--- config.mk ---
export PLATFORM = sky130hd
export DESIGN_NAME = mul_arbiter
export DESIGN_NICKNAME = d
export VERILOG_FILES = /design/src/rtl/mul_arbiter.sv
export SDC_FILE = /design/constraint.sdc
export NUM_CORES = 1
export LEC_CHECK = 0
export CORE_MARGIN = 4
export CORE_UTILIZATION = 41
export CTS_BUF_LIST = sky130_fd_sc_hd__clkbuf_4 sky130_fd_sc_hd__clkbuf_8 sky130_fd_sc_hd__clkbuf_16
export DETAILED_ROUTE_END_ITERATION = 8
export PLACE_DENSITY = 0.95
export SLEW_MARGIN = 10
export SYNTH_ARGS = -nofsm -noshare
export SYNTH_HDL_FRONTEND = slang
export SYNTH_SLANG_ARGS = --single-unit
export TNS_END_PERCENT = 20
--- constraint.sdc ---
create_clock -name clk -period 3.8 [get_ports clk]
set_input_delay 0.76 -clock clk [delete_from_list [all_inputs] [get_ports clk]]
set_output_delay 0.76 -clock clk [all_outputs]
set_load 0.01 [all_outputs]
--- src/rtl/mul_arbiter.sv ---
// Round-robin arbiter/sequencer sharing one repeated-addition multiplier datapath
// (P += A, B -= 1 until B == 0) among N_REQ requesters, returning id-tagged products.
module mul_arbiter #(
    parameter int N_REQ = 4,
    parameter int WIDTH = 16,
    parameter int IDW   = 2
) (
    input  logic                   clk,
    input  logic                   rst_n,
    input  logic [N_REQ-1:0]       req,
    input  logic [N_REQ*WIDTH-1:0] a_flat,
    input  logic [N_REQ*WIDTH-1:0] b_flat,
    output logic [N_REQ-1:0]       gnt,
    output logic                   busy,
    output logic [WIDTH-1:0]       dp_data,
    output logic                   ld_a,
    output logic                   ld_b,
    output logic                   clr_p,
    output logic                   ld_p,
    output logic                   dec_b,
    input  logic                   eqz,
    input  logic [WIDTH-1:0]       p_in,
    output logic [WIDTH-1:0]       result,
    output logic [IDW-1:0]         result_id,
    output logic                   result_valid
);

    typedef enum logic [2:0] {
        S_IDLE,
        S_GRANT,
        S_LOAD_A,
        S_LOAD_B,
        S_ADD,
        S_DONE
    } state_t;

    state_t           r_state;
    state_t           w_state_nxt;
    logic [IDW-1:0]   r_ptr;
    logic [IDW-1:0]   r_cur_id;
    logic [WIDTH-1:0] r_op_a;
    logic [WIDTH-1:0] r_op_b;
    logic [WIDTH-1:0] r_result;
    logic [IDW-1:0]   r_result_id;

    logic [WIDTH-1:0] w_a_arr [N_REQ];
    logic [WIDTH-1:0] w_b_arr [N_REQ];
    logic             w_found;
    logic [IDW-1:0]   w_win;
    logic [IDW-1:0]   w_ptr_nxt;
    logic             w_accept;
    logic             w_capture;

    for (genvar gi = 0; gi < N_REQ; gi++) begin : g_unpack
        assign w_a_arr[gi] = a_flat[gi*WIDTH +: WIDTH];
        assign w_b_arr[gi] = b_flat[gi*WIDTH +: WIDTH];
    end

    // Rotating search: candidate k is (ptr + k) mod N_REQ, first set bit wins.
    always_comb begin : p_arb
        logic [IDW:0]   sum;
        logic [IDW-1:0] idx;
        w_found = 1'b0;
        w_win   = '0;
        sum     = '0;
        idx     = '0;
        for (int k = 0; k < N_REQ; k++) begin
            sum = {1'b0, r_ptr} + (IDW+1)'(k);
            if (sum >= (IDW+1)'(N_REQ)) begin
                sum = sum - (IDW+1)'(N_REQ);
            end
            idx = sum[IDW-1:0];
            if (!w_found && req[idx]) begin
                w_found = 1'b1;
                w_win   = idx;
            end
        end
    end

    assign w_ptr_nxt = (w_win == IDW'(N_REQ-1)) ? '0 : w_win + 1'b1;

    // NOTE: every combinational output gets a default before the case, so no
    // path through the block leaves a signal unassigned and no latch appears.
    always_comb begin
        w_state_nxt  = r_state;
        gnt          = '0;
        busy         = 1'b1;
        dp_data      = '0;
        ld_a         = 1'b0;
        ld_b         = 1'b0;
        clr_p        = 1'b0;
        ld_p         = 1'b0;
        dec_b        = 1'b0;
        result_valid = 1'b0;
        w_accept     = 1'b0;
        w_capture    = 1'b0;
        case (r_state)
            S_IDLE: begin
                busy = 1'b0;
                if (w_found) begin
                    w_accept    = 1'b1;
                    w_state_nxt = S_GRANT;
                end
            end
            S_GRANT: begin
                gnt[r_cur_id] = 1'b1;
                w_state_nxt   = S_LOAD_A;
            end
            S_LOAD_A: begin
                dp_data     = r_op_a;
                ld_a        = 1'b1;
                w_state_nxt = S_LOAD_B;
            end
            S_LOAD_B: begin
                dp_data     = r_op_b;
                ld_b        = 1'b1;
                clr_p       = 1'b1;
                w_state_nxt = S_ADD;
            end
            S_ADD: begin
                ld_p  = !eqz;
                dec_b = !eqz;
                if (eqz) begin
                    w_capture   = 1'b1;
                    w_state_nxt = S_DONE;
                end
            end
            S_DONE: begin
                result_valid = 1'b1;
                if (w_found) begin
                    w_accept    = 1'b1;
                    w_state_nxt = S_GRANT;
                end else begin
                    w_state_nxt = S_IDLE;
                end
            end
            default: begin
                busy        = 1'b0;
                w_state_nxt = S_IDLE;
            end
        endcase
    end

    // NOTE: sequential state uses non-blocking assignments so every register
    // samples pre-edge values regardless of block ordering.
    always_ff @(posedge clk or negedge rst_n) begin
        if (!rst_n) begin
            r_state <= S_IDLE;
        end else begin
            r_state <= w_state_nxt;
        end
    end

    // NOTE: operand and result registers are reset as well, so an aborted job
    // leaves no stale product or id visible on the outputs.
    always_ff @(posedge clk or negedge rst_n) begin
        if (!rst_n) begin
            r_ptr       <= '0;
            r_cur_id    <= '0;
            r_op_a      <= '0;
            r_op_b      <= '0;
            r_result    <= '0;
            r_result_id <= '0;
        end else begin
            if (w_accept) begin
                r_op_a   <= w_a_arr[w_win];
                r_op_b   <= w_b_arr[w_win];
                r_cur_id <= w_win;
                r_ptr    <= w_ptr_nxt;
            end
            if (w_capture) begin
                r_result    <= p_in;
                r_result_id <= r_cur_id;
            end
        end
    end

    assign result    = r_result;
    assign result_id = r_result_id;

endmodule

* Word-level counts from Yosys, hierarchy flattened *
Index checks and enable logic that the tools add are counted.

word-level totals
  latch bits = 0
  flip-flop bits (word level) = 57
  memories kept = 0
  memory bits (writable) = 0
  word-level logic and storage cells = 91
  output and inout bits = 45
  memory bits (read-only) = 0

cells by class
  shift-type cells = 0
  $add $sub $neg = 8
  bitwise gates (word level) = 1
  divide/modulo/power cells = 0
  magnitude comparators = 11
  equality and inequality tests = 8
  multiply operators = 0
  reductions and logical operators = 12
  multiplexer cells = 44

operator list
  kind                                                                           count
  16-bit binary-select mux with 2-bit select                                     2
  16-bit two-way mux                                                             4
  16-bit case mux with 2 select lines                                            1
  1-bit two-way mux                                                              19
  2-bit two-way mux                                                              9
  3-bit case mux with 6 select lines                                             1
  2-bit by 3-bit less-than comparator with 1-bit output (second input constant)  5
  3-bit >= comparator (second input constant)                                    4
  1-bit binary-select mux with 2-bit select                                      4
  2-bit by 1-bit subtractor with 2-bit output (second input constant)            4
  2-bit by 2-bit adder with 3-bit output (second input constant)                 2
  3-bit by 2-bit == test with 1-bit output (second input constant)               2
  3-bit == test (second input constant)                                          2
  3-bit two-way mux                                                              2
  5-bit OR reduction                                                             1
  1-bit logical AND                                                              4
  1-bit zero test                                                                4
  4-bit two-way mux                                                              1
  2-bit != test (second input constant)                                          2
  2-bit by 1-bit adder with 3-bit output (second input constant)                 1
  3-bit by 1-bit == test with 1-bit output (second input constant)               1
  2-bit by 3-bit >= comparator with 1-bit output (second input constant)         1
  3-bit zero test                                                                1
  2-bit NOT with 3-bit output                                                    1
  other kinds (6)                                                                6

* Longest topological paths before layout *
  depth in word-level cells = 18
  mapped depth = 7
  mapped depth without buffers = 5

* Worst setup path after synthesis *
No wires, ideal clock.

  kind = register to output
  from = register r_state[2]
  to = output dp_data[0]
  slack = 1511 ps
  cell stages (with the launch flop) = 5
  arrival time = 1529 ps
  buffers on the path = 2
  path through = dfrtp_1 -> clkbuf_1 -> nor2_1 -> clkbuf_1 -> a22o_1

between the ends
  cells in the longest elaborated chain, start to end = 2

RTL lines
  element                                   RTL line  source
  from (decl)                               37        state_t r_state;
  from (signal assigned)                    150       r_state <= w_state_nxt;
  3-bit by 2-bit == test with 1-bit output  97        case (r_state)
  16-bit case mux with 2 select lines (*)   97
  to (decl)                                 15        output logic [WIDTH-1:0] dp_data,

Mark *: on every way between the ends. The rest lies on a longest branch, timed or not.

* Worst setup path in the final report *
  from = register r_state[0]
  to = output gnt[0]

between the ends
  cells in the longest elaborated chain, start to end = 2

RTL lines
  element                                   RTL line  source
  3-bit by 1-bit == test with 1-bit output  97
  4-bit two-way mux                         97
  to (decl)                                 13        output logic [N_REQ-1:0] gnt,

Every way passes these cells.

==> impl_metrics.json <==
{
  "outcome": "completed",
  "path_cells": "nor3b_1, nor3b_1, clkdlybuf4s50_1",
  "synth_largest_area_cell": "dfrtp_1",
  "timing.critical_path.slowest_cell_delay_ps": 600,
  "cell_type_with_the_highest_occurrence_count_on_the_critical_path": "nor3b_1",
  "r2r_cells": 5,
  "via_count_of_the_first_global_routing_pass": 3378,
  "synthArstFlopShare_pct": 100.0,
  "path_class": "flop to output pin",
  "syn_area_per_cell_sq_um": 11.09,
  "routed_via_density": 5.331,
  "net_count_of_the_finished_layout": 637,
  "finalWeightedCongestion": 0.8199,
  "worstMarginPinSlew_ps": 1149,
  "worstPathRequired_ps": 3040,
  "whs_path_depth": 2,
  "numCtsBuffers": 9,
  "cts.reportedPaths.clkPinSlew_ps": 70,
  "synth-seq-cells": 57,
  "drt.antenna.violating_nets": 0,
  "synthesis.area_sq_um": 3327,
  "cp_num_cells": 3,
  "total_power_w": 0.003681,
  "vdd_drop_max_mv": 0.3290,
  "setup_slack_ps": 807.4,
  "grt_pass1_wl_mm": 16.88,
  "min_period_ps": 2993,
  "start_util_pct": 42.61,
  "cpLargestDelayFamily": "simple AND/OR/NAND/NOR gates",
  "critPathCaptureType": "output pin",
  "cp.arrival_ps": 2230,
  "placement.cell_area_sq_um": 5284,
  "clock_latency_ps": 320,
  "synth-seq-area-share_pct": 42.87,
  "hold_viol": 0,
  "synthDominantCellAreaShare_pct": 42.87,
  "floorplan.die_area_sq_um": 9620,
  "cts-hold-fix-buffers": 0,
  "setup.worst_path.start_class": "flop",
  "groute.usage.overall_pct": 21.88,
  "hp-class": "flop to flop",
  "worst_path_max_delay_cell": "clkdlybuf4s50_1",
  "placeableCoreArea_sq_um": 7807,
  "pin_count_of_the_biggest_net_entering_global_routing": 39,
  "max_cap_viols": 0,
  "final_design_area_no_fill_sq_um": 5484,
  "critical_path_buffer_and_inverter_count": 1,
  "floorplan.die.width_um": 98.08,
  "ys_top_cells_by_area": "dfrtp_1 (43%), mux2i_1 (19%), o221ai_1 (8.2%), mux2_2 (6.4%), nand2_1 (4.6%)",
  "num-fill-cells": 580,
  "synth_cells": 300,
  "powerDensity_nw_per_um2": 671.2,
  "layout.cells.non_filler": 593,
  "dp_hpwl_mm": 8.587,
  "post-route-period-util_pct": 78.75,
  "pre_cts_ws_ps": 563.7,
  "dr.pass1.iters": 4,
  "drt_iter0_markers": 91,
  "cts_tree": "built",
  "finalSetupViolCount": 0,
  "synth_top_flop_cell": "dfrtp_1",
  "grt.overflow.total": 0,
  "achievable_frequency_mhz": 334.2,
  "drv_slew": 0,
  "fp-row-count": 32,
  "layout-drive-gt1-share_pct": 9.776,
  "rsz0062_at_grt": "false",
  "leak_pwr_nw": 2.320,
  "final.setup_skew_ps": 9.452,
  "detail_route.wl_per_cell_um": 18.25,
  "syn-num-nets": 451,
  "synth_cell_types": 34,
  "buffer_ports.inserted": 195,
  "die_h_um": 98.08,
  "clock_sinks": 57,
  "routed_wirelength_mm": 10.82,
  "ys_warn_count": 0,
  "slew_headroom_pct": 23.40,
  "cts.path.max_buffers": 2,
  "path_max_fanout": 11,
  "cts_setup_buffers": 0,
  "dp_cells": 577,
  "vias": 3161,
  "area.growth.synth_to_final_pct": 64.84,
  "cts-htree-levels": 3,
  "grt_antenna_before_repair": 0,
  "fin_tns_setup_ps": 0,
  "clock_tree.root_cell": "clkbuf_8",
  "antenna_cells": 0,
  "ioPinCount": 196,
  "drt_drc_violations_left": 0,
  "synth_enable_flop_cells": 0,
  "post_cts.resized_instances": 0
}
## cell usage after synthesis (2+ instances only)
cell type / number
and3_1: 2
nor2b_1: 2
mux2_2: 19
a21oi_1: 4
clkbuf_1: 7
mux2i_1: 64
nand2_1: 41
buf_2: 9
a22o_1: 16
o21ai_0: 3
o21ai_1: 2
buf_4: 2
nand2b_1: 3
nor3b_1: 2
dfrtp_1: 57
inv_1: 2
o221ai_1: 31
nor2_1: 9
buf_6: 10
## power breakdown
| part | switching (W) | internal, W |
|---|---|---|
| Sequential | 0.000230 | 0.000917 |
| Combinational | 0.000908 | 0.00106 |
| Clock | 0.000237 | 0.000326 |
## state kept, by name, summed over array words and instances (netlist names)
name	cells
r_op_a	16
r_op_b	16
result	16
r_state	3
r_cur_id	2
r_ptr	2
result_id	2
## cells in the final DEF (no fill, tap or decap), drive strengths merged, types with 4 or more instances in the layout
master,Yosys,routed
a21oi,4,4
a22o,16,16
o221ai,32,32
dfrtp,57,57
nor2,9,9
buf,21,9
nand2,41,41
o21ai,5,5
clkdlybuf4s50,0,194
mux2,19,19
clkbuf,7,11
mux2i,64,64
## layout make-up
class	count	area, sq um	share of cell area (%)
Clock buffer	11	145.1	2.647
Clock inverter	5	55.05	1.004
Inverter	2	7.507	0.1369
Multi-Input combinational cell	213	1703	31.05
Sequential cell	57	1426	26.01
Tap cell	102	127.6	2.327
Timing Repair Buffer	203	2019	36.82
## final timing paths
check	slack (ps)	start	end
min in group asynchronous	540	rst_n	r_state[1]
worst max-delay path	810	r_state[0]	gnt[0]
worst max register to register	1410	r_ptr[1]	r_op_b[7]
worst min-delay path	500	r_op_a[6]	r_op_a[6]
worst min register to register	500	r_op_a[6]	r_op_a[6]
max in group asynchronous	2470	rst_n	result[8]
## layer usage
metal / vias up / share of wire [%] / global-route usage (%)
li1: 1501 / - / -
met1: 1517 / 37 / 24.77
met2: 127 / 54 / 40.63
met3: 16 / 6.7 / 4.929
met4: 0 / 1.8 / 6.709
met5: - / 0 / 0
## through the flow
| step | util, % | hold WS, ps |
|---|---|---|
| 2_1_floorplan | - | 456.3 |
| 4_1_cts | 70.24 | 496.4 |
| 3_3_place_gp | 67.68 | 469.7 |
| 3_5_place_dp | 67.68 | 477.2 |
| 5_1_grt | 70.24 | 507.2 |
| 6_report | 70.24 | 496.3 |
## tightest hold or removal path: stages, from the launching register on
cell and delay (ps):
dfrtp_1 350, nand2_1 50, o221ai_1 60
## logic make-up after synthesis
group                     Yosys count  synth area share (%)
xor gates and xnor gates            2                0.5266
muxes                              83                 25.69
and+or+nand+nor                    65                 8.951
AOI/OAI and AO/OA                  63                 15.76
buffers and inverters              30                 6.205
DFF                                57                 42.87
No activity file was read; power rests on OpenSTA's default activity.
